`src/rtl/data_sel_pkg.sv`:
```
// data_sel_pkg: shared tags, FSM states, widths and range helper for data_recover
package data_sel_pkg;
  localparam int OP_W  = 8;
  localparam int RES_W = 9;
  localparam logic [1:0] SEL_A    = 2'b00;
  localparam logic [1:0] SEL_B    = 2'b01;
  localparam logic [1:0] SEL_SUM  = 2'b10;
  localparam logic [1:0] SEL_DIFF = 2'b11;
  typedef enum logic [1:0] {IDLE, ONE, CALC, HOLD} state_t;
  function automatic logic in_range(input logic signed [9:0] x);
    return (x >= -10'sd128) && (x <= 10'sd127);
  endfunction
endpackage

```
`src/rtl/data_recover_solve.sv`:
```
// data_recover_solve: recovers operands a/b from two tagged results and flags inconsistencies
module data_recover_solve
  import data_sel_pkg::*;
(
  input  logic                    has_a,
  input  logic                    has_b,
  input  logic                    has_s,
  input  logic signed [RES_W-1:0] va,
  input  logic signed [RES_W-1:0] vb,
  input  logic signed [RES_W-1:0] vs,
  input  logic signed [RES_W-1:0] vd,
  output logic signed [OP_W-1:0]  a,
  output logic signed [OP_W-1:0]  b,
  output logic                    err
);
  logic signed [9:0] wa, wb, ws, wd, sum, dif, a10, b10;
  // Widen to 10 bits so sums/differences of 9-bit words cannot overflow; the
  // {s,d} case is the only one where neither operand is held directly.
  always_comb begin
    wa  = {va[RES_W-1], va};
    wb  = {vb[RES_W-1], vb};
    ws  = {vs[RES_W-1], vs};
    wd  = {vd[RES_W-1], vd};
    sum = ws + wd;
    dif = ws - wd;
    a10 = has_a ? wa : has_b ? (has_s ? ws - wb : wd + wb) : sum >>> 1;
    b10 = has_b ? wb : has_a ? (has_s ? ws - wa : wa - wd) : dif >>> 1;
    err = !in_range(a10) || !in_range(b10) || (!has_a && !has_b && sum[0]);
    a   = a10[OP_W-1:0];
    b   = b10[OP_W-1:0];
  end
endmodule

```
`src/rtl/data_recover.sv`:
```
// data_recover: collects two distinct tagged results and emits the recovered operand pair
module data_recover
  import data_sel_pkg::*;
(
  input  logic                   clk,
  input  logic                   rst_n,
  input  logic                   in_valid,
  output logic                   in_ready,
  input  logic [1:0]             select,
  input  logic signed [RES_W-1:0] c,
  output logic                   out_valid,
  input  logic                   out_ready,
  output logic signed [OP_W-1:0] a_out,
  output logic signed [OP_W-1:0] b_out,
  output logic                   err
);
  state_t state, state_nx;
  logic [3:0] flags;
  logic signed [RES_W-1:0] vals [4];
  logic acc, s_err;
  logic signed [OP_W-1:0] s_a, s_b;
  assign acc = in_valid && in_ready;
  data_recover_solve u_solve (
    .has_a(flags[SEL_A]),
    .has_b(flags[SEL_B]),
    .has_s(flags[SEL_SUM]),
    .va(vals[SEL_A]),
    .vb(vals[SEL_B]),
    .vs(vals[SEL_SUM]),
    .vd(vals[SEL_DIFF]),
    .a(s_a),
    .b(s_b),
    .err(s_err)
  );
  // State register
  always_ff @(posedge clk or negedge rst_n)
    if (!rst_n) state <= IDLE;
    else state <= state_nx;
  // Next state: second distinct tag triggers the one-cycle solve
  always_comb begin
    state_nx = state;
    case (state)
      IDLE: state_nx = acc ? ONE : IDLE;
      ONE:  state_nx = (acc && !flags[select]) ? CALC : ONE;
      CALC: state_nx = HOLD;
      HOLD: state_nx = out_ready ? IDLE : HOLD;
      default: state_nx = IDLE;
    endcase
  end
  // Handshake outputs decoded from state
  always_comb begin
    in_ready  = (state == IDLE) || (state == ONE);
    out_valid = state == HOLD;
  end
  // Tag values need no reset: the flags alone decide which are meaningful
  always_ff @(posedge clk)
    if (acc) vals[select] <= c;
  // Tag flags and registered result pair
  always_ff @(posedge clk or negedge rst_n)
    if (!rst_n) begin
      flags <= '0;
      a_out <= '0;
      b_out <= '0;
      err   <= 1'b0;
    end else begin
      if (acc) flags <= (state == IDLE ? 4'b0 : flags) | (4'b1 << select);
      if (state == CALC) begin
        a_out <= s_a;
        b_out <= s_b;
        err   <= s_err;
      end
      if (state == HOLD && out_ready) flags <= '0;
    end
endmodule

```
`config.mk`:
```
export PLATFORM = sky130hd
export DESIGN_NAME = data_recover
export DESIGN_NICKNAME = d
export VERILOG_FILES = /design/src/rtl/data_sel_pkg.sv /design/src/rtl/data_recover_solve.sv /design/src/rtl/data_recover.sv
export SDC_FILE = /design/constraint.sdc
export NUM_CORES = 1
export LEC_CHECK = 0
export ABC_AREA = 0
export CORE_ASPECT_RATIO = 0.75
export CORE_MARGIN = 5
export CORE_UTILIZATION = 40
export DETAILED_ROUTE_END_ITERATION = 10
export DONT_BUFFER_PORTS = 1
export GPL_ROUTABILITY_DRIVEN = 0
export PLACE_DENSITY = 0.62
export SETUP_SLACK_MARGIN = 0.3
export SYNTH_ARGS = -nofsm -noshare
export SYNTH_HDL_FRONTEND = slang
export SYNTH_SLANG_ARGS = --single-unit
```
`constraint.sdc`:
```
create_clock -name clk -period 2.7 [get_ports clk]
set_input_delay 0.27 -clock clk [delete_from_list [all_inputs] [get_ports clk]]
set_output_delay 0.27 -clock clk [all_outputs]
set_load 0.01 [all_outputs]
```
==> impl_metrics.yaml <==
timing:
  setup_tns_ps: -133
  finalWorstSetupSlack_ps: -109
  relSlewSlack_pct: 30.0
  fin_crit_sh_pct: 104
  fin_worst_skew_ps: 8.17
  period_minus_slack_ps: 2810
  finalSetupViolCount: 2
  fmax_ghz: 0.356
  hold_viol: 0
  worst_pin_slew_ps: 1050
  finalMaxSlewViolations: 0
  rsz0062_at_grt: "true"
setup_path:
  worstPathArrival_ps: 2980
  worst-path-buf-inv: 2
  r2r_cells: 12
  required_ps: 2880
  cp_top_family: "compound AO/OA/AOI/OAI gates"
  rrSetupSlack_ps: -110
  crit_slowest_cell: "edfxtp_1"
  critPathMaxStageDelay_ps: 490
  reg2reg_from: "vals[3][0]"
  crit_fanout: 4
  path_class: "flop to flop"
  timing.critical_path.cells: "ha_2 -> inv_2 -> fa_2 -> inv_1 -> a21o_1 -> a41o_1 -> o41a_1 -> xnor2_2 -> o21ai_2 -> a311o_1 -> mux2i_1 -> a32oi_1"
  path_depth: 12
  reg2reg_to: "err"
  worstSetupStartpointType: "flop"
  worstSetupEndpointType: "flop"
drt:
  viasPerCell: 5.35
  routedWlPerCell_um: 17.5
  vias: 3991
  wl_mm: 13.1
  drtIter0Drc: 295
  drc: 0
  first_pass_iters: 5
  drtAntennaViolNets: 0
hold_path:
  hold_class: "input port to flop"
  min_to: "vals[0][0]"
  whs_path_depth: 0
  min_from: "c[0]"
cts:
  cts_tree: "done"
  cts_buffers: 9
  clock-sinks: 59
  clkTransAtPathRegs_ps: 60
  cts_buffer_depth: 2
  clk-insertion-delay-late_ps: 330
  clockRootBuffer: "clkbuf_16"
  htree_levels: 3
floorplan:
  ioPinCount: 34
  die_w_um: 136
  die_area_um2: 14200
  fp-row-count: 34
  die_y_um: 105
  initial_core_util_pct: 41.0
  core_area_um2: 11600
global_routing:
  grt_pass1_wl_mm: 20.5
  grt_max_degree: 33
  grt_overflow: 0
  grt_pass1_vias: 3999
  antenna_found_initial: 0
  grt_use_total_pct: 18.6
pwr:
  switching_share_pct: 39.7
  power_frac_clock_pct: 24.7
  powerDensity_nw_per_um2: 749
  peakVddDrop_mv: 0.353
  p_switching_mw: 1.81
  power_frac_seq_pct: 30.5
  internal_power_mw: 2.75
  p_comb_share_pct: 44.8
  cellLeakagePower_nw: 2.56
layout:
  layout-drive-gt1-share_pct: 27.4
  area_growth_syn_to_layout_pct: 27.7
  fin_nets: 654
  diodes: 0
  fin_area_um2: 6080
synthesis:
  netlist_area_um2: 4760
  postSynthNetCount: 591
  yosysUniqueCellTypes: 59
  ys_dominant_reg_cell: "edfxtp_1"
  synth_edf_count: 36
  syn_avg_cell_area_um2: 9.23
  ys.warnings.count: 0
  yosysSeqAreaShare_pct: 34.8
  ys_seq_elements: 59
  ys_async_sr_fraction_pct: 39.0
  postSynthCellCount: 516
status:
  status: "finished, violations left"
  violations: "setup timing"
placed_design:
  dp_hpwl_mm: 9.92
  io_buffers: 0
  place_area_um2: 5270
  dpl_worst_slack_ps: -238
flow_run:
  max_cap_violations: 0
-- worst max path at each step --
stage	from	to	slack (ps)
CTS	vals[2][0]	err	-210
global route	vals[2][0]	err	-290
finish	vals[3][0]	err	-110
floorplan	vals[2][0]	err	40
detailed placement	vals[2][0]	err	-240
global placement	vals[2][0]	err	-140
-- stage by stage --
stage	utilization [%]	cells	hold WS, ps	power (mW)
after floorplan	-	516	-25.6	2.64
after global placement	45.4	710	-25.0	3.12
after detailed placement	45.4	710	-24.9	3.19
after CTS	49.9	735	17.3	4.43
after global routing	52.4	746	15.2	4.85
final	52.4	746	31.3	4.56
-- metal layers --
metal | vias up | part of all wire [%] | track usage [%]
li1 | 1977 | - | -
met1 | 1864 | 49 | 28.0
met2 | 140 | 41 | 26.4
met3 | 10 | 8.6 | 5.22
met4 | 0 | 0.70 | 4.17
met5 | - | 0 | 0
-- final cells by class --
class | instances | area [um^2]
Clock buffer | 10 | 229
Clock inverter | 6 | 66.3
Fill cell | 1021 | 5530
Inverter | 45 | 174
Multi-Input combinational cell | 393 | 3200
Sequential cell | 59 | 1660
Tap cell | 162 | 203
Timing Repair Buffer | 71 | 558
-- sequential cells by signal (all words and copies together), names as in the netlist --
name / cells
b_out: 8
vals: 36
a_out: 8
flags: 4
err: 1
state: 2
-- worst register-to-register path: stages, from the launching register on --
cell      delay [ps]
edfxtp_1         490
ha_2             250
inv_2             60
fa_2             200
inv_1             40
a21o_1           190
a41o_1           270
o41a_1           360
xnor2_2          170
o21ai_2           90
a311o_1          270
mux2i_1          170
a32oi_1          110
-- cell usage after synthesis (6+ instances only) --
cell type | instances | area (um^2)
ha_1 | 54 | 676
nor2_1 | 50 | 188
inv_1 | 45 | 169
a21oi_1 | 43 | 215
o21ai_0 | 41 | 205
edfxtp_1 | 36 | 1080
nand2_1 | 32 | 120
dfrtp_1 | 23 | 576
xnor2_1 | 23 | 201
nor2b_1 | 15 | 93.8
xor2_1 | 12 | 105
a211oi_1 | 11 | 82.6
clkbuf_1 | 11 | 41.3
nor3_1 | 11 | 55.1
nand2b_1 | 9 | 56.3
a21o_1 | 8 | 60.1
mux2i_1 | 7 | 70.1
fa_1 | 6 | 120
-- kinds of logic after synthesis --
| logic type | count (synthesis) | synth area share (%) |
|---|---|---|
| DFF | 59 | 34.8 |
| AOI/OAI and AO/OA | 149 | 20.6 |
| and+or+nand+nor | 139 | 13.7 |
| muxes | 10 | 2.42 |
| xor gates and xnor gates | 35 | 6.44 |
| adders and majority gates | 60 | 16.7 |
| buffers and inverters | 64 | 5.28 |
-- power groups by stage --
stage	Sequential (mW)	Combinational, mW	Clock, mW
floorplan	1.34	1.30	0
global placement	1.39	1.72	0
detailed placement	1.40	1.78	0
CTS	1.39	1.89	1.15
global route	1.42	2.24	1.19
finish	1.39	2.04	1.13
-- placed cells by master (no fill, tap or decap), types with 5 or more instances in the layout --
cell type,synthesis,final
buf_4,2,64
nor2_1,50,49
ha_1,54,43
inv_1,45,36
edfxtp_1,36,36
nand2_1,32,32
a21oi_1,43,31
o21ai_0,41,26
dfrtp_1,23,23
xnor2_1,23,21
xor2_1,12,12
nor3_1,11,11
nor2b_1,15,11
a21oi_2,0,11
o21ai_1,2,11
nand2b_1,9,9
ha_4,0,9
clkbuf_16,0,9
inv_2,0,8
a21o_1,8,8
a211oi_1,11,7
o21ai_2,1,7
mux2i_1,7,6
fa_2,0,6
buf_6,0,6
o21a_1,5,5
o211ai_1,5,5
nand3_1,5,5
-- repair_timing --
| action | 4_1_cts | 5_1_grt |
|---|---|---|
| pin swaps | 31 | 33 |
| setup buffers | 8 | 11 |
| gates resized for setup | 45 | 52 |
| hold endpoints to repair | 23 | 0 |
| endpoints found under the setup margin | 8 | 11 |
| hold buffers | 1 | 0 |
No activity file was read; power rests on OpenSTA's default activity.
